===== src/rtl/pipe_divider.sv =====
// Fully pipelined restoring divider: one quotient bit per stage, signed/unsigned per operation,
// divide-by-zero and overflow flags, tag passthrough, valid/ready backpressure with whole-pipe stall.
module pipe_divider #(
    parameter int unsigned XWIDTH = 8,
    parameter int unsigned DWIDTH = 3,
    parameter int unsigned TAGW   = 4
) (
    input  logic              clk,
    input  logic              reset,
    input  logic              in_valid,
    output logic              in_ready,
    input  logic              in_signed,
    input  logic [XWIDTH-1:0] dividend,
    input  logic [DWIDTH-1:0] divisor,
    input  logic [TAGW-1:0]   in_tag,
    output logic              out_valid,
    input  logic              out_ready,
    output logic [XWIDTH-1:0] quotient,
    output logic [DWIDTH-1:0] remainder,
    output logic              div_zero,
    output logic              overflow,
    output logic [TAGW-1:0]   out_tag
);

    // Register 0 captures the front end; registers 1..XWIDTH each hold the result of one restoring step.
    localparam int unsigned NSTG = XWIDTH + 1;
    localparam int unsigned LAST = XWIDTH;

    logic              adv;
    logic [XWIDTH-1:0] fe_xmag;
    logic [DWIDTH-1:0] fe_dmag;
    logic              fe_qneg, fe_rneg, fe_dz, fe_ov;

    logic [NSTG-1:0]   vld_q, vld_d;
    logic [NSTG-1:0]   qneg_q, qneg_d, rneg_q, rneg_d, dz_q, dz_d, ov_q, ov_d;
    logic [DWIDTH-1:0] rem_q  [NSTG];
    logic [DWIDTH-1:0] rem_d  [NSTG];
    logic [DWIDTH-1:0] dmag_q [NSTG];
    logic [DWIDTH-1:0] dmag_d [NSTG];
    logic [DWIDTH-1:0] xlow_q [NSTG];
    logic [DWIDTH-1:0] xlow_d [NSTG];
    logic [XWIDTH-1:0] xsh_q  [NSTG];
    logic [XWIDTH-1:0] xsh_d  [NSTG];
    logic [XWIDTH-1:0] quo_q  [NSTG];
    logic [XWIDTH-1:0] quo_d  [NSTG];
    logic [TAGW-1:0]   tag_q  [NSTG];
    logic [TAGW-1:0]   tag_d  [NSTG];
    logic [DWIDTH:0]   part   [XWIDTH];
    logic [XWIDTH-1:0] take;

    // Any held result freezes every stage, bubbles included.
    assign adv       = !vld_q[LAST] || out_ready;
    assign in_ready  = adv;
    assign out_valid = vld_q[LAST];

    // Front end: magnitudes and sign/flag bookkeeping.
    always_comb begin
        fe_xmag = (in_signed && dividend[XWIDTH-1]) ? -dividend : dividend;
        fe_dmag = (in_signed && divisor[DWIDTH-1]) ? -divisor : divisor;
        fe_qneg = in_signed && (dividend[XWIDTH-1] ^ divisor[DWIDTH-1]);
        fe_rneg = in_signed && dividend[XWIDTH-1];
        fe_dz   = (divisor == '0);
        fe_ov   = in_signed && (dividend == {1'b1, {(XWIDTH-1){1'b0}}}) && (divisor == '1);
    end

    always_comb begin
        vld_d  = {vld_q[NSTG-2:0], in_valid};
        qneg_d = {qneg_q[NSTG-2:0], fe_qneg};
        rneg_d = {rneg_q[NSTG-2:0], fe_rneg};
        dz_d   = {dz_q[NSTG-2:0], fe_dz};
        ov_d   = {ov_q[NSTG-2:0], fe_ov};
        rem_d[0]  = '0;
        dmag_d[0] = fe_dmag;
        xlow_d[0] = dividend[DWIDTH-1:0];
        xsh_d[0]  = fe_xmag;
        quo_d[0]  = '0;
        tag_d[0]  = in_tag;
        // Restoring step, MSB first; the guard bit in part keeps the compare exact.
        for (int k = 0; k < XWIDTH; k++) begin
            part[k]     = {rem_q[k], xsh_q[k][XWIDTH-1]};
            take[k]     = (part[k] >= {1'b0, dmag_q[k]});
            rem_d[k+1]  = take[k] ? DWIDTH'(part[k] - {1'b0, dmag_q[k]}) : part[k][DWIDTH-1:0];
            dmag_d[k+1] = dmag_q[k];
            xlow_d[k+1] = xlow_q[k];
            xsh_d[k+1]  = xsh_q[k] << 1;
            quo_d[k+1]  = {quo_q[k][XWIDTH-2:0], take[k]};
            tag_d[k+1]  = tag_q[k];
        end
    end

    always_ff @(posedge clk or negedge reset) begin
        if (!reset) begin
            vld_q <= '0;
        end else if (adv) begin
            vld_q <= vld_d;
        end
    end

    always_ff @(posedge clk) begin
        if (adv) begin
            qneg_q <= qneg_d;
            rneg_q <= rneg_d;
            dz_q   <= dz_d;
            ov_q   <= ov_d;
            rem_q  <= rem_d;
            dmag_q <= dmag_d;
            xlow_q <= xlow_d;
            xsh_q  <= xsh_d;
            quo_q  <= quo_d;
            tag_q  <= tag_d;
        end
    end

    // Output fix-up; data reads zero whenever no result is presented (including during reset).
    always_comb begin
        quotient  = '0;
        remainder = '0;
        div_zero  = 1'b0;
        overflow  = 1'b0;
        out_tag   = '0;
        if (vld_q[LAST]) begin
            out_tag = tag_q[LAST];
            if (dz_q[LAST]) begin
                quotient  = '1;
                remainder = xlow_q[LAST];
                div_zero  = 1'b1;
            end else if (ov_q[LAST]) begin
                quotient  = {1'b1, {(XWIDTH-1){1'b0}}};
                overflow  = 1'b1;
            end else begin
                quotient  = qneg_q[LAST] ? -quo_q[LAST] : quo_q[LAST];
                remainder = rneg_q[LAST] ? -rem_q[LAST] : rem_q[LAST];
            end
        end
    end

endmodule


===== config.mk =====
export PLATFORM = sky130hd
export DESIGN_NAME = pipe_divider
export DESIGN_NICKNAME = d
export VERILOG_FILES = /design/src/rtl/pipe_divider.sv
export SDC_FILE = /design/constraint.sdc
export NUM_CORES = 1
export LEC_CHECK = 0
export ABC_AREA = 0
export CORE_ASPECT_RATIO = 2
export CORE_MARGIN = 2
export CORE_UTILIZATION = 35
export DETAILED_ROUTE_END_ITERATION = 16
export PLACE_DENSITY = 0.48
export SETUP_SLACK_MARGIN = 0.1
export SLEW_MARGIN = 10
export SYNTH_ARGS = -nofsm -noshare
export SYNTH_HDL_FRONTEND = slang
export SYNTH_SLANG_ARGS = --single-unit

===== constraint.sdc =====
create_clock -name clk -period 8.2 [get_ports clk]
set_input_delay 1.64 -clock clk [delete_from_list [all_inputs] [get_ports clk]]
set_output_delay 1.64 -clock clk [all_outputs]
set_load 0.005 [all_outputs]

# Word-level counts from Yosys, hierarchy flattened
# Cells that the tools add are included.
[word_totals]
register_bits = 228
latch_bits = 0
ramBits = 0
rom_bits = 0
in_bits = 20
out_inout_bits = 19
wordCells = 111
memories = 0
[op_classes]
addsub = 12
mul = 0
n_div = 0
order_cmp = 8
n_eq_ne = 2
n_shift = 0
n_mux = 24
n_bitwise = 1
n_reduce_logical = 8
[ops]
columns = ["cell", "n"]
rows = [
  ["$mux 8", 5],
  ["$mux 3", 12],
  ["$ge 4x3->1", 7],
  ["$sub 3x3->3", 7],
  ["$neg 8->8", 2],
  ["$eq 8x8->1 const B", 1],
  ["$mux 1", 6],
  ["$neg 3->3", 2],
  ["$logic_and 1x1->1", 5],
  ["$mux 4", 1],
  ["$eq 3x3->1 const B", 1],
  ["$ge 1x3->1", 1],
  ["$logic_not 3->1", 1],
  ["$sub 1x3->3", 1],
  ["$logic_not 1->1", 1],
  ["$logic_or 1x1->1", 1],
  ["$xor 1x1->1", 1],
]

# Logic depth before layout (Yosys ltp)
[depth]
word_depth = 5
mapped_depth = 6
ltp_nobuf = 6

# Worst setup path after synthesis
# No wires, ideal clock.
[synth_timing]
kind = "input-to-output"
start = "input out_ready"
end = "output in_ready"
arrival_time_ns = 4.272
required_ns = 6.560
path_slack_ns = 2.288
cell_stages = 2
path_buffers = 1
cell_sequence = "nand2b_1 buf_2"
[synth_between]
elab_chain_cells = 1
[synth_lines]
columns = ["element", "line_no", "text"]
rows = [
  ["start: declaration", "17", "input logic out_ready,"],
  ["$logic_or 1x1->1", "52", "assign adv = !vld_q[LAST] || out_ready;"],
  ["end: declaration", "11", "output logic in_ready,"],
]
# No other way between the ends.

# Worst setup path in the final report
[layout_timing]
start = "input out_ready"
end = "register xsh_q (netlist bit part[16]), enable pin"
[layout_between]
elab_chain_cells = 1
[layout_lines]
columns = ["element", "line_no", "text"]
rows = [
  ["$logic_or 1x1->1", "52", ""],
  ["end signal: assignment", "108", "xsh_q <= xsh_d;"],
  ["end: declaration", "42", "logic [XWIDTH-1:0] xsh_q [NSTG];"],
]
# No other way between the ends.
# A chain may end at the register's enable or synchronous reset.

==> results.md <==
* Max IR drop VDD at 0.173 mV
* Yosys top cell area share at 0.762
* Leakage power at 0.00367 µW
* Post-synthesis sequential area ratio at 0.789
* Cts repair resizes at 0
* Crit path kind: in2reg
* Antenna viol nets, final at 0
* Initial core utilization at 0.357
* Clock skew at 0.0128 ns
* Failing checks: design-rule violations
* Period minus WS final at 4.55 ns
* Vias post-DR at 3,662
* Most common library cells after synthesis: 211 x edfxtp_1, 44 x inv_1, 29 x ha_1
* Run status: finished with violations
* Final instance area at 9700 µm²
* Mapped Cells at 437
* Post-synthesis cell area at 8320 µm²
* Avg Inst Size Synth at 19.0 µm²
* Total wire length at 11.4 mm
* Synth unique cells at 33
* Nets@finish at 554
* All-Layer GR Usage at 0.0939
* Asr flop ratio synth at 0.0409
* Headroom to the max-slew limit at 0.354
* Max-Cap Viols at 0
* Power Dens Cells at 395 nW/µm²
* Post-CTS Hold Fix Bufs at 0
* Final Hold Fails at 0
* Ranking of synthesized cells by area: edfxtp_1 76%, ha_1 4.4%, dfrtp_1 2.7%, inv_1 2.0%, mux2i_1 1.8%
* Fin Setup TNS at 0 ns
* Synthesis-to-layout area growth at 16.5%
* Fraction of layout cells with a size suffix above 1 at 0.114
* RSZ-0062 raised after global routing: false
* Crit end category: register
* Iteration count of the initial detailed-routing pass at 10
* First-pass GRT wire length at 18.8 mm
* H-tree depth at 1
* Placed Area at 9070 µm²
* Pin count of the biggest net entering global routing at 79
* CTS sink count at 220
* Syn nets at 493
* Root Buffer: clkbuf_16
* Width of the die at 113 µm
* Worst EP arrival at 4.66 ns
* Most used DFF post-synth: edfxtp_1
* Critical Path Start Type: primary input
* I/O Buffers at 38
* Critical path peak fanout at 78
* CTS buffer count at 20
* Core region area at 23,300 µm²
* Area leader, netlist: edfxtp_1
* Worst-skew pair later-pin latency at 0.49 ns
* Die ar. at 25,100 µm²
* CTS Buffer Depth at 3
* Pwr Total at 3830 µW
* Residual DRC at 3
* Worst-path clk slew at 0.06 ns
* Total grt overflow at 0
* Synthesis-stage register bit count at 220
* Ant diodes at 0
* Max-slew violations at 0
* Fmax at 0.220 GHz
* Final cycle utilization of the critical path at 0.555
* Via density per instance at 4.61
* DRT iter0 DRCs at 156
* Vias in the first global route at 3,936
* Slew @ Worst Pin at 0.970 ns
* Ys Warns at 0
* I/O Pins at 39
* Die Ht at 222 µm
* Row count at 79
* Hold crit path type: reg2reg
* Final Setup Violations at 0
* Post-synth EDFFs at 211
* Post-CTS setup buffers at 0
* Crit path required time at 8.31 ns
* Wire per inst at 14.3 µm
* Gpl congestion at 0.755
* Count leader, synth: edfxtp_1
* CTS tree: done
* Final HPWL DP at 7.43 mm
* Initial antenna violation count at 0
critical path, stage by stage:
cell             delay (ns)
clkdlybuf4s50_1        0.46
nand2b_4               0.12
buf_4                  0.70
buf_4                  0.87
buf_4                  0.80
registers in the layout (all words and copies together) (netlist names):
| signal | count |
|---|---|
| tag_d | 32 |
| rem_q | 3 |
| qneg_q | 9 |
| part | 28 |
| quo_d | 28 |
| dmag_d | 24 |
| dz_q | 9 |
| xlow_d | 24 |
| vld_q | 9 |
| ov_q | 9 |
| quo_q | 8 |
| xlow_q | 3 |
| tag_q | 4 |
| rneg_q | 9 |
| xsh_d | 21 |
through the flow:
stage | std cells | worst slack [ns] | utilization | hold slack, ns
6_report | 794 | 3.65 | 0.416 | 0.410
5_1_grt | 794 | 3.35 | 0.416 | 0.421
4_1_cts | 794 | 3.53 | 0.416 | 0.412
3_5_place_dp | 759 | 3.02 | 0.389 | 0.405
3_3_place_gp | 759 | 3.13 | 0.389 | 0.401
2_1_floorplan | 437 | 2.29 | - | 0.400
cell type report:
type,count,area [µm²]
fillers,2122,13600
flip-flops and latches,220,6560
multi-input cells,171,1590
clock buffers,26,533
repair buffers,41,403
well taps,283,354
inverters,44,165
clock inverters,9,87.6
report_power, final:
part           total, µW  switching [µW]  internal [µW]
clock network        872             378            494
logic                939             453            486
registers           2020             171           1850
per-layer routing:
metal | up-vias | GRT usage | part of all wire
li1 | 1736 | - | -
met1 | 1839 | 0.0814 | 0.31
met4 | 0 | 0.0323 | 0.022
met3 | 19 | 0.0153 | 0.035
met2 | 68 | 0.202 | 0.63
met5 | - | 0 | 0
final timing paths:
path,from,endpoint,slack (ns),cells past startpoint
min,quo_d[12]$_DFFE_PP_,quo_d[5]$_DFFE_PP_,0.41,0
max reg2reg,vld_q[8]$_DFFE_PN0P_,part[16]$_DFFE_PP_,4.71,4
min reg2reg,quo_d[12]$_DFFE_PP_,quo_d[5]$_DFFE_PP_,0.41,0
min in group asynchronous,reset,vld_q[7]$_DFFE_PN0P_,1.46,1
max,out_ready,part[16]$_DFFE_PP_,3.65,5
max in group asynchronous,reset,vld_q[4]$_DFFE_PN0P_,6.45,1
kinds of logic (layout without fill, tap and decap cells):
logic type,after synthesis,after routing,synth area share
AO/OA/AOI/OAI,33,33,0.0374
XOR/XNOR,20,20,0.0211
multiplexers,31,31,0.0429
adder cells (fa/ha/maj),36,36,0.0605
flip-flops,220,220,0.789
AND/OR/NAND/NOR,51,51,0.0286
buffers and inverters,46,120,0.0211
placed cells by master (no fill, tap or decap), drive strengths merged, types with 4 or more instances in the layout:
master and instances:
clkbuf 26, nor2 11, and2 6, mux2 16, clkinv 5, o21ai 7, ha 29, a21boi 4
edfxtp 211, xor2 5, inv 44, xnor2 15, dfrtp 9, nand2 21, nand2b 4, clkdlybuf4s50 38
o21a 4, mux2i 15, fa 7, a211o 7
Note: power is estimated with default switching activity, not from simulation.
